### src/rtl/nes_pkg.sv
// -----------------------------------------------------------------------------
// nes_pkg
//   Shared definitions for the NES CPU-side DMA logic: the OAM DMA state
//   enumeration, the two register addresses the DMA engine cares about, and
//   the encoding of the CPU GET/PUT cycle parity.
// -----------------------------------------------------------------------------
package nes_pkg;

    typedef enum logic [2:0] {
        ST_IDLE     = 3'd0,
        ST_HALT     = 3'd1,
        ST_ALIGN    = 3'd2,
        ST_READ     = 3'd3,
        ST_WRITE    = 3'd4,
        ST_DMC_READ = 3'd5
    } dma_state_t;

    localparam logic [15:0] OAMDMA_ADDR  = 16'h4014;
    localparam logic [15:0] OAMDATA_ADDR = 16'h2004;

    // Parity 0 is a GET (read) cycle, parity 1 is a PUT (write) cycle.
    localparam logic PARITY_GET = 1'b0;
    localparam logic PARITY_PUT = 1'b1;

endpackage : nes_pkg

### src/rtl/oam_dma_controller.sv
// -----------------------------------------------------------------------------
// oam_dma_controller
//   NES sprite (OAM) DMA engine with APU DMC sample-fetch arbitration.
//   A CPU write to $4014 halts the CPU and copies page $XX00-$XXFF into $2004
//   as 256 READ/WRITE pairs aligned to GET/PUT cycles. DMC fetch requests are
//   latched and steal the next GET slot, either from IDLE or in the middle of
//   an OAM transfer.
//
// Ports
//   cpu_clk_in          CPU-rate clock, rising edge active
//   rst_n_in            asynchronous active-low reset
//   cpu_write_in        CPU write strobe
//   cpu_address_in      CPU address bus
//   cpu_data_in         CPU write data (page number on a $4014 write)
//   ram_data_in         bus read data for dma_address_out
//   dmc_req_in          DMC fetch request, one-cycle pulse
//   dmc_address_in      DMC fetch address, valid with dmc_req_in
//   dma_address_en_out  DMA owns the address bus
//   dma_address_out     DMA bus address (0 when the bus is not owned)
//   dma_write_out       DMA write strobe to $2004
//   dma_data_out        DMA write data (last byte read from RAM)
//   cpu_disable_out     CPU RDY low / CPU halted
//   dmc_ack_out         one-cycle pulse, dmc_data_out valid alongside
//   dmc_data_out        fetched DMC byte
// -----------------------------------------------------------------------------
module oam_dma_controller (
    input  logic        cpu_clk_in,
    input  logic        rst_n_in,
    input  logic        cpu_write_in,
    input  logic [15:0] cpu_address_in,
    input  logic [7:0]  cpu_data_in,
    input  logic [7:0]  ram_data_in,
    input  logic        dmc_req_in,
    input  logic [15:0] dmc_address_in,
    output logic        dma_address_en_out,
    output logic [15:0] dma_address_out,
    output logic        dma_write_out,
    output logic [7:0]  dma_data_out,
    output logic        cpu_disable_out,
    output logic        dmc_ack_out,
    output logic [7:0]  dmc_data_out
);

    import nes_pkg::*;

    dma_state_t  r_state;
    logic        r_parity;
    logic [7:0]  r_page;
    logic [7:0]  r_index;
    logic [7:0]  r_data;
    logic        r_dmc_pending;
    logic [15:0] r_dmc_addr;
    logic        r_oam_active;

    logic        w_oamdma_write;
    logic        w_next_is_get;
    dma_state_t  w_get_slot_state;

    assign w_oamdma_write = cpu_write_in && (cpu_address_in == OAMDMA_ADDR);

    // The current cycle being a PUT means the following cycle is a GET.
    assign w_next_is_get = (r_parity == PARITY_PUT);

    // What the next GET slot is used for: a pending DMC fetch wins over the
    // OAM read; with nothing left to do the engine releases the CPU.
    // NOTE: every signal assigned in an always_comb block gets a default value
    // first, so no path through the block can leave it unassigned and infer a latch.
    always_comb begin
        w_get_slot_state = ST_IDLE;
        if (r_dmc_pending) begin
            w_get_slot_state = ST_DMC_READ;
        end else if (r_oam_active) begin
            w_get_slot_state = ST_READ;
        end
    end

    // NOTE: clocked state uses non-blocking assignments so every register
    // samples the pre-edge values of the others, independent of statement order.
    always_ff @(posedge cpu_clk_in or negedge rst_n_in) begin
        if (!rst_n_in) begin
            r_state       <= ST_IDLE;
            r_parity      <= PARITY_GET;
            r_page        <= 8'h00;
            r_index       <= 8'h00;
            r_data        <= 8'h00;
            r_dmc_pending <= 1'b0;
            r_dmc_addr    <= 16'h0000;
            r_oam_active  <= 1'b0;
        end else begin
            r_parity <= ~r_parity;

            // A DMC request is remembered in every state until its slot comes.
            if (dmc_req_in) begin
                r_dmc_pending <= 1'b1;
                r_dmc_addr    <= dmc_address_in;
            end

            case (r_state)
                ST_IDLE: begin
                    if (w_oamdma_write) begin
                        r_page       <= cpu_data_in;
                        r_index      <= 8'h00;
                        r_oam_active <= 1'b1;
                        r_state      <= ST_HALT;
                    end else if (dmc_req_in || r_dmc_pending) begin
                        r_state <= ST_HALT;
                    end
                end

                ST_HALT: begin
                    r_state <= w_next_is_get ? w_get_slot_state : ST_ALIGN;
                end

                // ALIGN always sits on a PUT, so the next cycle is a GET.
                ST_ALIGN: begin
                    r_state <= w_get_slot_state;
                end

                ST_READ: begin
                    r_data  <= ram_data_in;
                    r_state <= ST_WRITE;
                end

                ST_WRITE: begin
                    r_index <= r_index + 8'd1;
                    if (r_index == 8'hFF) begin
                        r_oam_active <= 1'b0;
                        r_state      <= ST_IDLE;
                    end else begin
                        r_state <= w_get_slot_state;
                    end
                end

                ST_DMC_READ: begin
                    // Serviced now; a request arriving in this very cycle
                    // stays pending (this assignment overrides the one above).
                    r_dmc_pending <= dmc_req_in;
                    // Inside an OAM transfer the next cycle is a PUT: burn it
                    // in ALIGN and resume READ at the same index.
                    r_state       <= r_oam_active ? ST_ALIGN : ST_IDLE;
                end

                default: begin
                    r_state <= ST_IDLE;
                end
            endcase
        end
    end

    // Bus outputs are a pure decode of registered state, so reset clears them
    // immediately. The DMC byte is the live bus data during its own slot.
    always_comb begin
        dma_address_en_out = 1'b0;
        dma_address_out    = 16'h0000;
        dma_write_out      = 1'b0;
        dmc_ack_out        = 1'b0;
        dmc_data_out       = 8'h00;
        case (r_state)
            ST_READ: begin
                dma_address_en_out = 1'b1;
                dma_address_out    = {r_page, r_index};
            end
            ST_WRITE: begin
                dma_address_en_out = 1'b1;
                dma_write_out      = 1'b1;
                dma_address_out    = OAMDATA_ADDR;
            end
            ST_DMC_READ: begin
                dma_address_en_out = 1'b1;
                dma_address_out    = r_dmc_addr;
                dmc_ack_out        = 1'b1;
                dmc_data_out       = ram_data_in;
            end
            default: begin
                dma_address_en_out = 1'b0;
            end
        endcase
    end

    assign cpu_disable_out = (r_state != ST_IDLE);
    assign dma_data_out    = r_data;

endmodule : oam_dma_controller

### config.mk
export PLATFORM = sky130hd
export DESIGN_NAME = oam_dma_controller
export DESIGN_NICKNAME = d
export VERILOG_FILES = /design/src/rtl/nes_pkg.sv /design/src/rtl/oam_dma_controller.sv
export SDC_FILE = /design/constraint.sdc
export NUM_CORES = 1
export LEC_CHECK = 0
export CAP_MARGIN = 5
export CORE_MARGIN = 2
export CORE_UTILIZATION = 40
export CTS_CLUSTER_SIZE = 12
export DETAILED_ROUTE_END_ITERATION = 10
export PLACE_DENSITY_LB_ADDON = 0.12
export SLEW_MARGIN = 20
export SYNTH_ARGS = -nofsm -noshare
export SYNTH_HDL_FRONTEND = slang
export SYNTH_SLANG_ARGS = --single-unit
### constraint.sdc
create_clock -name cpu_clk_in -period 4.75 [get_ports cpu_clk_in]
set_input_delay 0.95 -clock cpu_clk_in [delete_from_list [all_inputs] [get_ports cpu_clk_in]]
set_output_delay 0.95 -clock cpu_clk_in [all_outputs]
set_load 0.05 [all_outputs]
==> impl_metrics.yaml, run 1 <==
sta:
  finalClockSkew_ps: 10.5
  min_period_over_period_pct: 83.7
  finalHoldViolCount: 0
  relSlewSlack_pct: 41.3
  setup_viol: 0
  worstMarginPinSlew_ps: 877
  drv_slew: 0
  setup_tns_ps: 0
  fin_crit_ps: 3980
  fmax_mhz: 251
  whs_ps: 499
  rsz0062_at_grt: "false"
finish:
  nFillCells: 474
  drive_above_1_share_pct: 16.4
  antenna_cells: 0
  nets: 332
  area_growth_pct: 44.7
drt:
  wl_per_cell_microns: 15.0
  post-route-drc-count: 0
  ant_nets: 0
  avgViaCountPerCell: 5.17
  drt_iter0_drc: 66
  drt_pre_antenna_iters: 4
  vias: 1819
  wirelength_mm: 5.30
floorplanning:
  dieArea_sq_um: 6230
  rows: 27
  ioPinCount: 88
  die_h_microns: 78.9
  die_width_microns: 78.9
  core_sq_um: 5470
  start_util_pct: 41.0
power:
  max-vdd-ir-drop_v: 0.000282
  powerDensity_nw_per_um2: 492
  power_leakage_nw: 1.38
global_route:
  grt.total_usage_pct: 17.9
  grt_pass1_wl_mm: 8.87
  grt_pass1_vias: 1907
  antenna_found_initial: 0
  gr-total-overflow: 0
  grt_max_degree: 47
clock_network:
  post-cts-setup-buffer-count: 0
  h-tree-depth: 2
  clock-root-buffer: "clkbuf_8"
  cts-buffers-inserted: 5
  cts_hold_buf: 0
  cts_tree: "built"
  cts_sinks: 46
  clk_latency_ps: 290
  clkTransAtPathRegs_ps: 80
  cts_resized: 0
  cts_buffer_depth: 2
setup_path:
  arrival_ps: 3030
  start_kind: "flop"
  r2r_start: "r_state[0]"
  r2r_slack_ps: 2550
  endpoint_kind: "output pin"
  worstSetupPathType: "flop to output pin"
  cp_max_fo: 15
  reg2reg_depth: 3
  r2r_end: "r_page[1]"
  worstPathRequired_ps: 3800
worst_hold_path:
  whs_path_depth: 1
  holdPathEnd: "r_parity"
  min_from: "r_parity"
  hold_path_class: "flop to flop"
place:
  gp_congestion: 0.731
  hpwl_mm: 3.77
  io_buffers: 87
logic_synthesis:
  synthCells: 198
  synth_fp_nets: 251
  syn_area_sq_um: 2250
  yosysSeqAreaShare_pct: 51.3
  syn_area_per_cell_sq_um: 11.3
  synth_seq_cells: 46
  synth_cell_type_count: 36
  yosysWarnings: 0
job:
  drv_cap: 0
outcome:
  status: "finished clean"
==> synthesized netlist by cell type <==
cell,count,share of area (%)
dfrtp_1,46,51
mux2_2,31,16
a22o_1,17,6.6
and3_1,12,3.3
nand2_1,11,1.8
o21ai_0,11,2.5
clkbuf_1,7,1.2
nor2_1,6,1.0
buf_2,5,1.1
inv_1,5,0.84
a21oi_1,4,0.89
nand3_1,4,0.89
nand2b_1,3,0.84
nand4_1,3,0.84
nor2b_1,3,0.84
nor3_1,3,0.67
nor3b_1,3,1.0
or3_1,3,0.84
nor4_1,2,0.56
o211ai_1,2,0.67
o22ai_1,2,0.56
a211o_1,1,0.39
a21o_1,1,0.33
a31o_2,1,0.39
a31oi_1,1,0.28
and2_1,1,0.28
buf_1,1,0.17
buf_6,1,0.50
ha_1,1,0.56
mux2_4,1,0.67
nor3_4,1,0.72
nor4bb_1,1,0.45
o21bai_1,1,0.33
or2_2,1,0.28
or3_4,1,0.50
or3b_1,1,0.39
==> power breakdown <==
part           internal [W]  switching [W]  leakage, nW
logic              0.000304       0.000438        0.763
clock network      0.000133       0.000129       0.0544
registers          0.000486       0.000107        0.560
total              0.000924       0.000675         1.38
==> worst max path at each step <==
stage | start | to | slack [ps] | depth (start not counted)
6_report | r_state[2] | dma_address_out[5] | 770 | 5
5_1_grt | r_state[2] | dma_address_out[15] | 510 | 5
4_1_cts | r_state[1] | dma_address_out[15] | 740 | 5
3_5_place_dp | r_state[1] | dma_address_out[15] | 1090 | 5
3_3_place_gp | r_state[1] | dma_address_out[15] | 1170 | 5
2_1_floorplan | r_state[1] | dma_address_out[10] | 2050 | 6
==> critical path, cell delays in order (launching register included) <==
cell,delay (ps)
dfrtp_1,470
nor2b_1,580
nand2_1,190
inv_1,450
a22o_1,240
clkdlybuf4s50_1,800
==> per-stage QoR <==
stage	instance area (sq um)	util, %	setup slack (ps)	total power, W	cells
6_report	3250	59.4	773	0.00160	352
5_1_grt	3250	59.4	511	0.00169	352
4_1_cts	3250	59.4	743	0.00162	352
3_5_place_dp	3140	57.4	1090	0.00135	344
3_3_place_gp	3140	57.4	1170	0.00134	344
2_1_floorplan	2250	-	2050	0.00110	198
==> sequential cells by signal, indices dropped and copies added (netlist names) <==
signal,flops
r_dmc_pending,1
r_oam_active,1
r_page,8
r_dmc_addr,16
r_parity,1
r_index,8
dma_data_out,8
r_state,3
==> cells by family after synthesis <==
group | Yosys count | synth area share, %
AOI/OAI and AO/OA | 41 | 12.9
adders and majority gates | 1 | 0.557
buffers and inverters | 19 | 3.79
DFF | 46 | 51.3
muxes | 32 | 16.2
and+or+nand+nor | 59 | 15.3
==> layout make-up <==
type	instances	area (sq um)	share of cell area [%]
repair buffers	88	876	26.9
clock buffers	7	96.3	2.96
inverters	5	18.8	0.577
flip-flops and latches	46	1150	35.4
multi-input cells	133	1010	31.1
clock inverters	1	8.76	0.269
well taps	72	90.1	2.77
==> per-layer routing <==
layer	share of wire, %	wire length (microns)	track usage (%)
met4	0.93	49	5.17
met2	49	2610	31.9
met1	45	2390	22.2
met3	4.7	251	3.41
met5	0	0	0
==> placed cells by master (no fill, tap or decap), drive strengths merged, types with 2 or more instances in the layout <==
cell / n
or3: 4
nor4: 2
nand2: 11
nor3: 4
a22o: 17
and3: 12
buf: 2
mux2: 32
o22ai: 2
nor3b: 3
nor2b: 3
o21ai: 11
nor2: 6
o211ai: 2
dfrtp: 46
inv: 5
nand2b: 3
a21oi: 4
nand3: 4
clkbuf: 7
clkdlybuf4s50: 86
nand4: 3
(Power assumes the default switching activity.)
==> run 2: changes to the inputs <==
--- a/config.mk
+++ b/config.mk
@@ -7,7 +7,7 @@
 export LEC_CHECK = 0
 export CAP_MARGIN = 5
 export CORE_MARGIN = 2
-export CORE_UTILIZATION = 40
+export CORE_UTILIZATION = 39
 export CTS_CLUSTER_SIZE = 12
 export DETAILED_ROUTE_END_ITERATION = 10
 export PLACE_DENSITY_LB_ADDON = 0.12
==> constraint.sdc (replaced) <==
create_clock -name cpu_clk_in -period 3.2 [get_ports cpu_clk_in]
set_input_delay 0.64 -clock cpu_clk_in [delete_from_list [all_inputs] [get_ports cpu_clk_in]]
set_output_delay 0.64 -clock cpu_clk_in [all_outputs]
set_load 0.05 [all_outputs]
==> run 2 against run 1 <==
Against the previous run: setup slack lost 410 ps; utilization rose by 2.8 points; clock power is 53% higher; clock skew decreased by 2.9 ps.
==> impl_metrics.yaml, run 2 (synthesis results as in run 1) <==
finish:
  regArea_sq_um: 1150
  post-route-util_pct: 62.2
  antenna_cells: 0
  largest_reg_flops: 16
  nFillCells: 483
  multiInputGateArea_sq_um: 1010
  area_growth_pct: 53.5
  drive_above_1_share_pct: 24.0
  most-common-layout-cells: "67 x clkdlybuf4s50_1, 46 x dfrtp_1, 31 x mux2_2, 18 x buf_12, 17 x a22o_1"
  regMostFlops: "r_dmc_addr"
  final_common_cell: "clkdlybuf4s50_1"
  nets: 335
drt:
  wl_per_cell_microns: 16.0
  drt_pre_antenna_iters: 4
  wirelength_mm: 5.67
  ant_nets: 0
  vias: 1901
  drt_iter0_drc: 50
  post-route-drc-count: 0
  avgViaCountPerCell: 5.35
power:
  max-vdd-ir-drop_v: 0.000421
  power_leakage_nw: 1.48
  powerDensity_nw_per_um2: 731
clock_network:
  clkTransAtPathRegs_ps: 90
  cts_hold_buf: 0
  clock-root-buffer: "clkbuf_8"
  post-cts-setup-buffer-count: 0
  h-tree-depth: 2
  cts_sinks: 46
  cts_buffer_depth: 2
  clk_latency_ps: 300
  cts-buffers-inserted: 5
  cts_resized: 0
  cts_tree: "built"
floorplanning:
  die_h_microns: 79.9
  die_width_microns: 79.9
  start_util_pct: 40.5
  dieArea_sq_um: 6380
  core_sq_um: 5540
  rows: 27
  ioPinCount: 88
place:
  hpwl_mm: 4.02
  io_buffers: 87
  gp_congestion: 0.758
setup_path:
  endpoint_kind: "output pin"
  worstPathCellList: "nor2b_1 -> buf_4 -> nand2_1 -> inv_1 -> a22o_1 -> buf_12"
  cp_max_fo: 15
  arrival_ps: 2200
  start_kind: "flop"
  worstSetupPathType: "flop to output pin"
  worstPathRequired_ps: 2560
  critical_path.max_stage_delay_ps: 510
  cpMaxStageDelayCell: "inv_1"
global_route:
  grt.total_usage_pct: 18.7
  grt_pass1_wl_mm: 9.22
  grt_pass1_vias: 1888
  antenna_found_initial: 0
  grt_max_degree: 27
  gr-total-overflow: 0
worst_hold_path:
  hold_path_class: "input pin to asynchronous set/reset pin"
sta:
  worstMarginPinSlew_ps: 943
  min_period_over_period_pct: 88.6
  drv_slew: 0
  rsz0062_at_grt: "false"
  finalClockSkew_ps: 7.64
  fin_crit_ps: 2840
  relSlewSlack_pct: 37.0
  fmax_mhz: 353
  finalHoldViolCount: 0
  setup_tns_ps: 0
  setup_viol: 0
outcome:
  status: "finished clean"
job:
  drv_cap: 0
==> run 2: per-stage QoR <==
| stage | instances | hold slack [ps] | power (W) | area, sq um | setup slack [ps] |
|---|---|---|---|---|---|
| floorplan | 198 | 344 | 0.00163 | 2250 | 813 |
| global placement | 347 | 475 | 0.00212 | 3340 | 505 |
| detailed placement | 347 | 488 | 0.00214 | 3340 | 490 |
| CTS | 355 | 358 | 0.00254 | 3450 | 333 |
| global route | 355 | 372 | 0.00266 | 3450 | 207 |
| finish | 355 | 343 | 0.00252 | 3450 | 364 |
==> run 2: worst max-delay path, delay by kind of cell, from the launching register on <==
| family | cells | cell delay, ps |
|---|---|---|
| simple gates | 2 | 260 |
| compound gates | 1 | 310 |
| buf+inv | 3 | 840 |
| flops | 1 | 470 |
==> run 2: path summary, 6_finish.rpt <==
kind	cells past startpoint	end	from	slack, ps
max in group asynchronous	2	r_dmc_addr[9]	rst_n_in	2130
min in group cpu_clk_in	1	r_page[2]	r_page[2]	510
worst min register to register	1	r_page[2]	r_page[2]	510
worst max-delay path	6	dma_address_out[9]	r_state[2]	360
worst min-delay path	1	r_index[0]	rst_n_in	340
worst max register to register	4	r_page[1]	r_state[0]	1220
==> run 2: routing by layer <==
layer | GRT usage (%) | routed length [microns]
met4 | 4.58 | 62
met2 | 31.5 | 2810
met3 | 5.66 | 314
met5 | 0 | 0
met1 | 23.5 | 2480
==> run 2: cell type report <==
cell class,count,area share (%)
Clock inverter,1,0.254
Sequential cell,46,33.4
Tap cell,72,2.61
Timing Repair Buffer,91,31.1
Inverter,5,0.544
Multi-Input combinational cell,133,29.3
Clock buffer,7,2.79
==> run 2: where the power goes <==
| group | internal (W) | switching [W] |
|---|---|---|
| combinational | 0.000548 | 0.000684 |
| clock | 0.000198 | 0.000204 |
| sequential | 0.000721 | 0.000165 |
==> run 3: changes to the inputs <==
--- a/config.mk
+++ b/config.mk
@@ -7,7 +7,7 @@
 export LEC_CHECK = 0
 export CAP_MARGIN = 5
 export CORE_MARGIN = 2
-export CORE_UTILIZATION = 39
+export CORE_UTILIZATION = 29
 export CTS_CLUSTER_SIZE = 12
 export DETAILED_ROUTE_END_ITERATION = 10
 export PLACE_DENSITY_LB_ADDON = 0.12
==> run 3 against run 2 <==
Against the previous run: routed wire length rose by 1.0%; combinational power is essentially flat; sequential cell count unchanged; sequential power about the same; non-clock buffer count is 3 higher.
==> impl_metrics.yaml, run 3 (synthesis results as in run 1) <==
outcome:
  status: "finished clean"
finish:
  antenna_cells: 0
  drive_above_1_share_pct: 23.9
  largest_reg_flops: 16
  nets: 338
  most-common-layout-cells: "67 x clkdlybuf4s50_1, 46 x dfrtp_1, 31 x mux2_2, 18 x buf_12, 17 x a22o_1"
  regMostFlops: "r_dmc_addr"
  area_growth_pct: 54.9
  nFillCells: 730
  stdcell_count: 387
  final_common_cell: "clkdlybuf4s50_1"
sta:
  fmax_mhz: 338
  finalHoldViolCount: 0
  setup_tns_ps: 0
  fin_crit_ps: 2960
  drv_slew: 0
  whs_ps: 313
  min_period_over_period_pct: 92.6
  setup_viol: 0
  worstMarginPinSlew_ps: 614
  rsz0062_at_grt: "false"
  finalClockSkew_ps: 3.75
  relSlewSlack_pct: 59.0
floorplanning:
  dieArea_sq_um: 8460
  rows: 32
  die_width_microns: 92
  start_util_pct: 29.5
  die_h_microns: 92
  ioPinCount: 88
  core_sq_um: 7610
power:
  max-vdd-ir-drop_v: 0.000265
  powerDensity_nw_per_um2: 711
  power_w: 0.00247
  power_leakage_nw: 1.48
drt:
  ant_nets: 0
  vias: 1831
  post-route-drc-count: 0
  avgViaCountPerCell: 4.73
  wl_per_cell_microns: 14.8
  drt_iter0_drc: 111
  drt_pre_antenna_iters: 4
  wirelength_mm: 5.73
place:
  hpwl_mm: 4.12
  io_buffers: 87
  dp_cells: 380
  gp_congestion: 0.697
global_route:
  grt_pass1_wl_mm: 9.98
  antenna_found_initial: 0
  grt_pass1_vias: 1955
  gr-total-overflow: 0
  grt.total_usage_pct: 14.7
  grt_max_degree: 26
setup_path:
  worstSetupPathType: "flop to output pin"
  arrival_ps: 2320
  start_kind: "flop"
  worstPathRequired_ps: 2560
  endpoint_kind: "output pin"
  startpoint: "r_state[2]"
  cp_max_fo: 9
  r2r_start: "r_state[0]"
clock_network:
  cts_resized: 0
  clock-root-buffer: "clkbuf_8"
  cts_buffer_depth: 2
  cts_sinks: 46
  clkTransAtPathRegs_ps: 80
  clk_latency_ps: 290
  post-cts-setup-buffer-count: 0
  h-tree-depth: 2
  cts-buffers-inserted: 5
  cts_tree: "built"
  cts_hold_buf: 0
job:
  drv_cap: 0
worst_hold_path:
  hold_path_class: "input pin to asynchronous set/reset pin"
==> run 3: cell count changes in the layout (fill, tap and decap cells not counted), sizes merged <==
cell	before	now
buf	24	27
clkinv	1	0
==> run 3: worst paths after layout <==
path | slack (ps) | to | cells past startpoint
min reg2reg | 470 | r_parity | 1
min in group cpu_clk_in | 470 | r_parity | 1
max | 240 | dmc_data_out[5] | 4
max in group asynchronous | 2160 | r_dmc_addr[13] | 2
min | 310 | r_state[0] | 1
max reg2reg | 1220 | r_page[7] | 4
==> run 3: routing by layer <==
layer | up-vias | wire [microns] | track usage (%)
li1 | 900 | - | -
met1 | 874 | 2750 | 20.2
met2 | 55 | 2650 | 23.7
met3 | 2 | 306 | 3.78
met4 | 0 | 23 | 2.99
met5 | - | 0 | 0
==> run 3: worst max-delay path: stages (launching register included) <==
cell and delay [ps]:
dfrtp_1 480, nor2b_1 350, buf_4 220, and3_1 170
clkdlybuf4s50_1 810
==> run 3: cell type report <==
class                           count  area (sq um)  area share, %
Sequential cell                    46          1150           33.1
Clock buffer                        7          76.3           2.19
Multi-Input combinational cell    133          1010           29.0
Tap cell                          102           128           3.67
Timing Repair Buffer               94          1100           31.5
Inverter                            5          18.8          0.539
==> run 3: power breakdown <==
group	switching [W]	total [W]	internal [W]
clock	0.000193	0.000344	0.000151
sequential	0.000165	0.000886	0.000721
combinational	0.000686	0.00124	0.000557
==> run 3: through the flow <==
step / util, % / area, sq um / worst slack [ps]
final: 45.7 / 3480 / 238
after global routing: 45.7 / 3480 / 60.1
after CTS: 45.7 / 3480 / 191
after detailed placement: 44.7 / 3400 / 461
after global placement: 44.7 / 3400 / 490
after floorplan: - / 2250 / 813
